**config.mk**
```make
export PLATFORM = sky130hd
export DESIGN_NAME = wrr_stream_mux
export DESIGN_NICKNAME = d
export VERILOG_FILES = /design/src/rtl/wrr_stream_mux_pkg.sv /design/src/rtl/stream_reg_slice.sv /design/src/rtl/wrr_stream_mux.sv
export SDC_FILE = /design/constraint.sdc
export NUM_CORES = 1
export LEC_CHECK = 0
export CAP_MARGIN = 20
export CORE_UTILIZATION = 39
export DETAILED_ROUTE_END_ITERATION = 7
export PLACE_DENSITY = 0.9
export SLEW_MARGIN = 20
export SYNTH_ARGS = -nofsm -noshare
export SYNTH_HDL_FRONTEND = slang
export SYNTH_SLANG_ARGS = --single-unit
```
**constraint.sdc**
```tcl
create_clock -name clk -period 2.9 [get_ports clk]
set_input_delay 0.87 -clock clk [delete_from_list [all_inputs] [get_ports clk]]
set_output_delay 0.87 -clock clk [all_outputs]
set_load 0.01 [all_outputs]
```
**src/rtl/wrr_stream_mux_pkg.sv**
```systemverilog
// Shared types and elaboration helpers for the weighted-round-robin packet mux.
package wrr_stream_mux_pkg;

  typedef enum logic {
    IDLE = 1'b0,
    LOCK = 1'b1
  } state_e;

  function automatic int clog2(input int value);
    int result;
    result = 0;
    while ((1 << result) < value) begin
      result = result + 1;
    end
    return result;
  endfunction

endpackage

```
**src/rtl/stream_reg_slice.sv**
```systemverilog
// One-entry valid/ready register stage; accepts a new beat whenever it is empty
// or being drained in the same cycle.
module stream_reg_slice #(
  parameter int PAYLOAD_WIDTH = 8
) (
  input  logic                     clk,
  input  logic                     rst_n,
  input  logic                     valid_i,
  input  logic [PAYLOAD_WIDTH-1:0] payload_i,
  output logic                     ready_o,
  input  logic                     ready_i,
  output logic                     valid_o,
  output logic [PAYLOAD_WIDTH-1:0] payload_o
);

  logic                     valid_q;
  logic                     valid_d;
  logic [PAYLOAD_WIDTH-1:0] payload_q;
  logic [PAYLOAD_WIDTH-1:0] payload_d;

  assign ready_o   = ~valid_q | ready_i;
  assign valid_o   = valid_q;
  assign payload_o = payload_q;

  always_comb begin
    valid_d   = valid_q;
    payload_d = payload_q;
    if (valid_i && ready_o) begin
      valid_d   = 1'b1;
      payload_d = payload_i;
    end else if (ready_i) begin
      valid_d = 1'b0;
    end
  end

  always_ff @(posedge clk or negedge rst_n) begin
    if (!rst_n) begin
      valid_q   <= 1'b0;
      payload_q <= '0;
    end else begin
      valid_q   <= valid_d;
      payload_q <= payload_d;
    end
  end

endmodule

```
**src/rtl/wrr_stream_mux.sv**
```systemverilog
// Packet-level N:1 stream mux: weighted-round-robin credit pick at packet
// boundaries, grant held until last beat, registered output stage.
module wrr_stream_mux
  import wrr_stream_mux_pkg::*;
#(
  parameter int WIDTH        = 4,
  parameter int CREDIT_WIDTH = 4,
  parameter int DATA_WIDTH   = 32,
  parameter int SEL_WIDTH    = 2
) (
  input  logic                          clk,
  input  logic                          rst_n,
  input  logic [CREDIT_WIDTH*WIDTH-1:0] credits,
  input  logic [WIDTH-1:0]              in_valid,
  output logic [WIDTH-1:0]              in_ready,
  input  logic [DATA_WIDTH*WIDTH-1:0]   in_data,
  input  logic [WIDTH-1:0]              in_last,
  output logic                          out_valid,
  input  logic                          out_ready,
  output logic [DATA_WIDTH-1:0]         out_data,
  output logic                          out_last,
  output logic [SEL_WIDTH-1:0]          out_src
);

  localparam int PAYLOAD_WIDTH = SEL_WIDTH + 1 + DATA_WIDTH;

  if (SEL_WIDTH < clog2(WIDTH)) begin : g_sel_check
    $error("SEL_WIDTH is too narrow to index WIDTH ports");
  end

  state_e                   state_q;
  logic [SEL_WIDTH-1:0]     sel_q;
  logic [WIDTH-1:0]         avail;
  logic [DATA_WIDTH-1:0]    data_arr [WIDTH];
  logic                     all_zero;
  logic                     req_one;
  logic                     win_valid;
  logic [SEL_WIDTH-1:0]     win_idx;
  logic                     pick;
  logic                     sel_valid;
  logic                     sel_last;
  logic                     accept;
  logic                     slice_ready;
  logic [PAYLOAD_WIDTH-1:0] slice_in;
  logic [PAYLOAD_WIDTH-1:0] slice_out;

  assign all_zero  = ~|avail;
  assign req_one   = (in_valid != '0) && ((in_valid & (in_valid - WIDTH'(1))) == '0);
  assign pick      = (state_q == IDLE) && win_valid;
  assign sel_valid = in_valid[sel_q];
  assign sel_last  = in_last[sel_q];
  assign accept    = (state_q == LOCK) && sel_valid && slice_ready;

  // A sole requester wins even without credit; otherwise lowest port with credit.
  always_comb begin
    win_valid = 1'b0;
    win_idx   = '0;
    for (int i = WIDTH - 1; i >= 0; i--) begin
      if (req_one ? in_valid[i] : (in_valid[i] && avail[i])) begin
        win_valid = 1'b1;
        win_idx   = SEL_WIDTH'(i);
      end
    end
  end

  for (genvar gi = 0; gi < WIDTH; gi++) begin : g_port
    logic [CREDIT_WIDTH-1:0] credit_q;
    logic [CREDIT_WIDTH-1:0] credit_d;

    assign avail[gi]    = (credit_q != '0);
    assign data_arr[gi] = in_data[DATA_WIDTH*gi +: DATA_WIDTH];
    assign in_ready[gi] = (state_q == LOCK) && (sel_q == SEL_WIDTH'(gi)) && slice_ready;

    // Reload wins over decrement; credit is charged once per packet at the pick.
    always_comb begin
      credit_d = credit_q;
      if (all_zero) begin
        credit_d = credits[CREDIT_WIDTH*gi +: CREDIT_WIDTH];
      end else if (pick && (win_idx == SEL_WIDTH'(gi)) && avail[gi]) begin
        credit_d = credit_q - CREDIT_WIDTH'(1);
      end
    end

    always_ff @(posedge clk or negedge rst_n) begin
      if (!rst_n) begin
        credit_q <= '0;
      end else begin
        credit_q <= credit_d;
      end
    end
  end

  always_ff @(posedge clk or negedge rst_n) begin
    if (!rst_n) begin
      state_q <= IDLE;
      sel_q   <= '0;
    end else begin
      case (state_q)
        IDLE: begin
          if (win_valid) begin
            sel_q   <= win_idx;
            state_q <= LOCK;
          end
        end
        LOCK: begin
          if (accept && sel_last) begin
            state_q <= IDLE;
          end
        end
        default: state_q <= IDLE;
      endcase
    end
  end

  assign slice_in = {sel_q, sel_last, data_arr[sel_q]};

  stream_reg_slice #(
    .PAYLOAD_WIDTH(PAYLOAD_WIDTH)
  ) u_out_slice (
    .clk      (clk),
    .rst_n    (rst_n),
    .valid_i  (accept),
    .payload_i(slice_in),
    .ready_o  (slice_ready),
    .ready_i  (out_ready),
    .valid_o  (out_valid),
    .payload_o(slice_out)
  );

  assign {out_src, out_last, out_data} = slice_out;

endmodule

```
Word level (Yosys, flattened, before mapping)
Cells that the tools add are included.
- register bits after elaboration: 55
- bits of input ports: 155
- output and inout port bits: 40
- word-level logic and storage cells: 99
- muxes and demuxes: 32
- $lt $le $gt $ge: 2
- reductions and logical operators: 37
- bitwise logic cells: 5
- add/subtract/negate cells: 5
- eq/ne operators: 10
- operators by type and width (cell ; count):
    $bmux 32 s2 ; 1
    $mux 32 ; 2
    $mux 4 ; 8
    $logic_and 1x1->1 ; 26
    $reduce_bool 4->1 ; 5
    $sub 4x1->4 const B ; 5
    $mux 1 ; 14
    $eq 2x2->1 const B ; 4
    $mux 2 ; 4
    $ne 2x1->1 const B ; 4
    $and 4x4->4 ; 1
    $bmux 1 s2 ; 2
    $eq 2x1->1 const B ; 2
    $logic_not 2->1 ; 2
    $logic_not 4->1 ; 1
    $reduce_or 4->1 ; 1
    $ge 3x3->1 const B ; 1
    $lt 2x3->1 const B ; 1
    $not 2->3 ; 1
    $not 1->1 ; 2
    $pmux 1 s2 ; 1
    $reduce_and 2->1 ; 1
    $reduce_bool 2->1 ; 1
    $or 1x1->1 ; 1

Depth between registers and ports, before layout
Gate-level depths: netlist (run 1).
- depth after elaboration: 14
- gate-level depth with buffers: 8
- gate-level depth less buffers: 7

Modules after synthesis
A second synthesis (run 1) with hierarchy kept.
- cell total of the unflattened synthesis: 270
- area total of the unflattened synthesis: 3575.9 um^2
- modules (own cells, without submodules) (module ; sequential area each (um^2) ; instances ; cells an instance ; area an instance (um^2)):
    wrr_stream_mux ; 475.5 ; 1 ; 193 ; 2103.3
    stream_reg_slice ; 900.9 ; 1 ; 77 ; 1472.7

Worst setup path after synthesis (run 1)
Ideal clock, no wire load.
- path kind: input to register
- start point: input port in_valid[3]
- end point: register u_out_slice.payload_q[10] (netlist: u_out_slice.payload_o[10])
- data arrival time: 2301 ps
- path slack: 472 ps
- path buffers: 2
- setup time: 128 ps
- stages on the path: 5
- required time: 2772 ps
- cells stage by stage: buf_4 mux4_2 nand2_1 buf_2 mux2_1
- longest elaborated chain between the ends: 5
- RTL lines (what ; line ; source):
    from (decl) ; wrr_stream_mux.sv:14 ; input logic [WIDTH-1:0] in_valid,
    $bmux 1 s2 ; wrr_stream_mux.sv:50 ; assign sel_valid = in_valid[sel_q];
    $mux 1 (not written as such) ; wrr_stream_mux.sv:50 ;
    $logic_and 1x1->1 (2 in series) ; wrr_stream_mux.sv:52 ; assign accept = (state_q == LOCK) && sel_valid && slice_ready;
    $logic_and 1x1->1 ; stream_reg_slice.sv:28 ; if (valid_i && ready_o) begin
    to (signal assigned) ; stream_reg_slice.sv:42 ; payload_q <= payload_d;
    to (decl) ; stream_reg_slice.sv:18 ; logic [PAYLOAD_WIDTH-1:0] payload_q;
Every way passes these cells. The select of a mux whose other input is x is not followed.
A chain may end at the register's enable or synchronous reset.

Final worst setup path (run 1)
- start point: input port out_ready
- end point: output port in_ready[2]
- longest elaborated chain between the ends: 2
- RTL lines (what ; line ; source):
    from (decl) ; wrr_stream_mux.sv:19 ; input logic out_ready,
    $or 1x1->1 ; stream_reg_slice.sv:21 ; assign ready_o = ~valid_q | ready_i;
    $logic_and 1x1->1 ; wrr_stream_mux.sv:72 ; assign in_ready[gi] = (state_q == LOCK) && (sel_q == SEL_WIDTH'(gi)) && slice_ready;
    to (decl) ; wrr_stream_mux.sv:15 ; output logic [WIDTH-1:0] in_ready,
Every way passes these cells.

==> metrics.md, run 1 <==
| Metric | Value |
|---|---|
| Outcome | `finished clean` |
| Ant diodes | `0` |
| WL final | `11.1 mm` |
| Setup Crit Path Kind | `input port to output pin` |
| Worst-path cell with the longest stage delay | `clkdlybuf4s50_1` |
| Final Setup Violations | `0` |
| EDFF count, synth | `0` |
| WP data arrival | `between 1.5 and 2 ns` |
| Die W | `~96 µm` |
| Initial Utilization | `0.410` |
| Post-layout nets | `between 600 and 700` |
| Post-synth cell types | `55` |
| Grt ovf | `0` |
| Crit-path max FO | `4` |
| PortBufs | `roughly 190` |
| Initial antenna violation count | `0` |
| Post-Syn Area per Cell | `12.9 µm²` |
| Number of global-route vias before repair | `between 3000 and 4000` |
| Worst setup EP type | `output pin` |
| Post-DP HPWL | `8.76 mm` |
| Fillers | `between 600 and 700` |
| Post-Syn Nets | `427` |
| CP max stage delay | `~0.48 ns` |
| CORE AREA | `approximately 0.0084 mm²` |
| First-pass GRT wire length | `around 17 mm` |
| Tmin final | `around 2.8 ns` |
| PD cells | `between 800 and 900 mW/mm²` |
| Cell taking the most area after synthesis | `dfrtp_1` |
| Hold Fails Final Rpt | `0` |
| Full die area | `slightly above 0.009 mm²` |
| Clock buffer depth | `2` |
| Sequential share of the synthesized area | `0.400` |
| WP buf/inv | `2` |
| Top cell type's share of synthesized area | `0.400` |
| Peak VDD IR | `around 0.00040 V` |
| Kind of cell adding the most delay to the critical path | `buffers and inverters` |
| Routed via count | `about 3100` |
| Tcrit/Tclk final | `0.981` |
| Die Y-Extent | `between 90 and 100 µm` |
| GP Congestion | `~0.83` |
| Ports | `roughly 200` |
| Yosys warns | `0` |
| Share of layout cells above drive strength 1 | `0.165` |
| CTS root buffer | `clkbuf_8` |
| Worst-Skew Late Latency | `0.31 ns` |
| Final Max Tran Viols | `0` |
| Non-Filler Instances | `just under 600` |
| Hold buffer count at cts | `0` |
| CTS H-tree lvls | `2` |
| Maxcap violations | `0` |
| Synth Flop Type | `dfrtp_1` |
| Synth top area cells | `dfrtp_1, mux4_2, mux2_1, nand2_1, ha_1` |
| Placed Cells | `approximately 570` |
| DRT antenna net count | `0` |
| Drt wl/cell | `between 15 and 20 µm` |
| Worst-path cell chain | `clkdlybuf4s50_1, nand2b_4, and2_4, nand2_1, nor2_1, buf_2` |
| WP data required | `about 2.0 ns` |
| Largest net degree at the start of global routing | `32` |
| TritonCTS clock tree | `built` |
| Worst setup SP type | `input port` |
| Slew @ Worst Pin | `between 0.6 and 0.7 ns` |
| P&R area growth vs syn | `64.9%` |
| DR iter-0 viols | `between 100 and 150` |
| Skew final | `0.00646 ns` |
| Synth async-reset ratio | `1.00` |
| DRC viols | `0` |
| Total CTS buffers | `5` |
| Via-to-Cell Ratio | `between 5 and 6` |
| Std-Cell Rows | `33` |
| Leak | `~0.0023 µW` |
| Fmax | `between 300 and 400 MHz` |
| Synth Cell Area | `~0.0034 mm²` |
| Synth Instances | `around 270` |
| Clock Sinks | `between 50 and 60` |
| Total power | `~4600 µW` |
| Aggregate global-route resource usage | `0.242` |
| First-pass DRT Iterations | `5` |
| Worst Hold Class | `register to register` |
| Slew headroom | `0.590` |
| Reg clk slew, reported paths | `~0.1 ns` |
| Number of synthesized register bits | `between 50 and 60` |
-- cell usage after synthesis, drive strengths merged (4+ instances only) --
master  count
a21oi       7
buf        10
clkbuf      4
dfrtp      55
ha          5
inv        12
mux2       34
mux2i       4
mux4       34
nand2      21
nand3       4
nor2       14
nor3        6
nor3b       5
o21ai       8
-- report_power, final --
| group | total [µW] | internal (µW) | switching, µW |
|---|---|---|---|
| sequential | 1420 | 1140 | 275 |
| combinational | 2800 | 1630 | 1170 |
| clock | 424 | 170 | 255 |
| total | 4640 | 2950 | 1700 |
-- path summary, 6_finish.rpt --
path | from | to | slack [ns] | cells past startpoint
min | u_out_slice.payload_o[23] | u_out_slice.payload_o[23] | 0.50 | 1
max reg2reg | g_port[3].credit_q[0] | g_port[2].credit_q[3] | 0.57 | 7
min reg2reg | u_out_slice.payload_o[23] | u_out_slice.payload_o[23] | 0.50 | 1
max in group asynchronous | rst_n | sel_q[0] | 1.75 | 2
min in group asynchronous | rst_n | g_port[3].credit_q[0] | 0.56 | 1
max | out_ready | in_ready[2] | 0.05 | 6
-- area by class of cell --
cell class                      instances  area, µm²  share of cell area
Sequential cell                        55       1380               0.243
Multi-Input combinational cell        186       1960               0.346
Clock buffer                            6       72.6              0.0128
Timing Repair Buffer                  211       2070               0.365
Tap cell                              105        131              0.0232
Inverter                               12       45.0             0.00794
Clock inverter                          2       12.5             0.00221
-- registers in the layout, summed over array words and instances (netlist names) --
signal	flops
state_q	1
sel_q	2
u_out_slice.payload_o	35
g_port.credit_q	16
u_out_slice.valid_o	1
-- per-layer routing --
layer | vias to the layer above | GRT usage | part of all wire
li1 | 1426 | - | -
met1 | 1532 | 0.263 | 0.36
met2 | 126 | 0.459 | 0.53
met3 | 29 | 0.0419 | 0.066
met4 | 0 | 0.104 | 0.040
met5 | - | 0 | 0
-- logic make-up (layout without fill, tap and decap cells) --
logic type,after synthesis,after routing,share of synthesized area
muxes,72,72,0.346
and+or+nand+nor,67,67,0.102
DFF,55,55,0.400
AOI/OAI and AO/OA,39,39,0.0924
buffers and inverters,26,231,0.0338
adders and majority gates,5,5,0.0182
xor gates and xnor gates,3,3,0.00764
-- cells in the final DEF (no fill, tap or decap), types with 3 or more instances in the layout --
master           Yosys  final
a21oi_1              7      7
buf_2                6      4
buf_4                1     15
clkbuf_8             0      5
clkdlybuf4s50_1      0    189
dfrtp_1             55     53
ha_1                 5      5
inv_1               12     12
mux2_1              34     34
mux2i_1              4      4
mux4_2              34     34
nand2_1             21     21
nand3_1              4      4
nor2_1              13     13
nor3_1               6      6
nor3b_1              4      3
o21a_1               3      3
o21ai_0              4      4
o21ai_1              3      3
or3_1                3      3
-- per-stage QoR --
stage / utilization / area, µm² / setup TNS (ns) / hold slack (ns) / setup WS (ns)
after global placement: 0.667 / 5590 / -1.22 / 0.462 / -0.341
after CTS: 0.678 / 5690 / 0 / 0.504 / 0.00999
after detailed placement: 0.667 / 5590 / -1.35 / 0.481 / -0.383
after floorplan: - / 3440 / 0 / 0.470 / 0.472
final: 0.677 / 5670 / 0 / 0.499 / 0.0544
after global routing: 0.677 / 5670 / -0.0258 / 0.526 / -0.0258
-- what timing repair did --
action                     in CTS  in global routing
pin swaps                       0                  1
hold endpoints to repair        0                  0
cloned                          0                  0
resized for setup              12                  6
setup endpoints to repair       4                  4
setup buffers                   0                  0
Power figures use the tool's default switching activity.
==> run 2, diff against run 1 <==
--- a/config.mk
+++ b/config.mk
@@ -6,9 +6,12 @@
 export NUM_CORES = 1
 export LEC_CHECK = 0
 export CAP_MARGIN = 20
-export CORE_UTILIZATION = 39
+export CELL_PAD_IN_SITES_DETAIL_PLACEMENT = 2
+export CELL_PAD_IN_SITES_GLOBAL_PLACEMENT = 2
+export CORE_UTILIZATION = 25
+export CTS_BUF_LIST = sky130_fd_sc_hd__clkbuf_4 sky130_fd_sc_hd__clkbuf_8
 export DETAILED_ROUTE_END_ITERATION = 7
-export PLACE_DENSITY = 0.9
+export PLACE_DENSITY = 0.95
 export SLEW_MARGIN = 20
 export SYNTH_ARGS = -nofsm -noshare
 export SYNTH_HDL_FRONTEND = slang
==> constraint.sdc (replaced) <==
create_clock -name clk -period 3.6 [get_ports clk]
set_input_delay 1.08 -clock clk [delete_from_list [all_inputs] [get_ports clk]]
set_output_delay 1.08 -clock clk [all_outputs]
set_load 0.01 [all_outputs]
==> metrics.md, run 2 (synthesized netlist as in run 1, its figures left out) <==
| Metric | Value |
|---|---|
| Outcome | `finished clean` |
| Slew @ Worst Pin | `approximately 0.73 ns` |
| Post-Route Utilization | `0.427` |
| Reg clk slew, reported paths | `approximately 0.10 ns` |
| Tmin final | `roughly 3.5 ns` |
| Final Setup Violations | `0` |
| WL final | `approximately 13 mm` |
| Post-layout nets | `approximately 620` |
| Max reg flops | `35` |
| Worst Hold Class | `register to register` |
| Post-route cell area | `between 0.005 and 0.006 mm²` |
| Drt wl/cell | `roughly 21 µm` |
| Grt ovf | `0` |
| Seq. cell area | `0.00138 mm²` |
| Number of global-route vias before repair | `3621` |
| Initial antenna violation count | `0` |
| First-pass DRT Iterations | `4` |
| Skew final | `0.00600 ns` |
| GP Congestion | `0.739` |
| Worst-Skew Late Latency | `slightly above 0.3 ns` |
| Area post-placement | `0.00558 mm²` |
| TritonCTS clock tree | `built` |
| Die Y-Extent | `119 µm` |
| Via-to-Cell Ratio | `4.85` |
| Clock Sinks | `55` |
| Clock buffer depth | `2` |
| Final Max Tran Viols | `0` |
| WP data arrival | `about 2.4 ns` |
| CP max stage delay | `roughly 0.46 ns` |
| Hold Fails Final Rpt | `0` |
| Initial Utilization | `0.258` |
| Full die area | `between 0.01 and 0.015 mm²` |
| Std-Cell Rows | `42` |
| Crit-path max FO | `5` |
| DRC viols | `0` |
| Leak | `0.00221 µW` |
| Worst setup SP type | `input port` |
| Post-DP HPWL | `roughly 11 mm` |
| DR iter-0 viols | `66` |
| Aggregate global-route resource usage | `0.188` |
| WP buf/inv | `2` |
| CORE AREA | `0.0133 mm²` |
| Die W | `approximately 120 µm` |
| Most common cell after layout, fill and taps aside | `clkdlybuf4s50_1` |
| Setup WS pre-CTS | `-0.211 ns` |
| Hold buffer count at cts | `0` |
| Ant diodes | `0` |
| CTS root buffer | `clkbuf_8` |
| Area occupied by multi-input gates | `between 0.0015 and 0.002 mm²` |
| Tcrit/Tclk final | `0.965` |
| P&R area growth vs syn | `65.6%` |
| Kind of cell adding the most delay to the critical path | `buffers and inverters` |
| PostCTS Resize Cnt | `5` |
| Final worst setup slack | `about 0.13 ns` |
| Setup Crit Path Kind | `input port to output pin` |
| Peak VDD IR | `approximately 0.00023 V` |
| Most frequent cells in the layout | `clkdlybuf4s50_1, dfrtp_1, mux4_2, mux2_1, nand2_1` |
| Slew headroom | `0.512` |
| Share of layout cells above drive strength 1 | `0.135` |
| RSZ-0062 raised after global routing | `false` |
| DRT antenna net count | `0` |
| PortBufs | `just under 200` |
| PD cells | `between 600 and 700 mW/mm²` |
| Fmax | `about 290 MHz` |
| Routed via count | `3083` |
| Total CTS buffers | `5` |
| First-pass GRT wire length | `between 20 and 25 mm` |
| Post-CTS Setup Inserts | `0` |
| WP data required | `roughly 2.5 ns` |
| CTS H-tree lvls | `2` |
| Worst-path cell with the longest stage delay | `clkdlybuf4s50_1` |
| Worst setup EP type | `output pin` |
| Ports | `195` |
| Setup Total Neg Slack | `0 ns` |
| Fillers | `1386` |
| Largest net degree at the start of global routing | `37` |
| Worst-path cell chain | `clkdlybuf4s50_1, nand2b_1, and2_2, nand2_1, nor2_1, dlygate4sd2_1` |
| Maxcap violations | `0` |
[run 2: cell type report]
type / count / area share
Timing Repair Buffer: 199 / 0.348
Multi-Input combinational cell: 186 / 0.342
Sequential cell: 55 / 0.242
Tap cell: 176 / 0.0387
Clock buffer: 6 / 0.0145
Inverter: 12 / 0.00791
Clock inverter: 2 / 0.00615
[run 2: worst paths after layout]
check	start	end	slack (ns)	cells past startpoint
worst max register to register	g_port[1].credit_q[0]	g_port[3].credit_q[2]	1.08	6
worst max-delay path	out_ready	in_ready[3]	0.13	6
max in group asynchronous	rst_n	sel_q[1]	2.13	2
worst min register to register	u_out_slice.payload_o[32]	u_out_slice.payload_o[32]	0.50	1
min in group asynchronous	rst_n	g_port[2].credit_q[3]	0.76	1
worst min-delay path	u_out_slice.payload_o[32]	u_out_slice.payload_o[32]	0.50	1
[run 2: per-stage QoR]
stage	cells	power [µW]	hold slack (ns)
6_report	636	3860	0.498
5_1_grt	636	4130	0.516
4_1_cts	636	3940	0.501
3_5_place_dp	628	3500	0.477
3_3_place_gp	628	3330	0.466
2_1_floorplan	267	2400	0.470
[run 2: per-layer routing]
layer	wire (µm)	part of all wire	global-route usage	vias up
met5	0	0	0	-
met4	146	0.011	0.0332	0
met3	841	0.064	0.0402	10
met2	7290	0.55	0.371	116
met1	4920	0.37	0.204	1554
li1	-	-	-	1403
[run 2: power breakdown]
part           total, µW  internal, µW  switching [µW]  leakage (µW)
Clock                437           226             212     0.0000612
Combinational       2220          1280             944       0.00150
Sequential          1200           921             278      0.000648
Total               3860          2420            1430       0.00221
[run 2: worst reg2reg max path, stage by stage (launching register included)]
cell and delay (ns):
dfrtp_1 0.43, inv_1 0.10, ha_1 0.15, nor3b_1 0.56
and4_1 0.80, nor2_1 0.13, a211oi_2 0.27
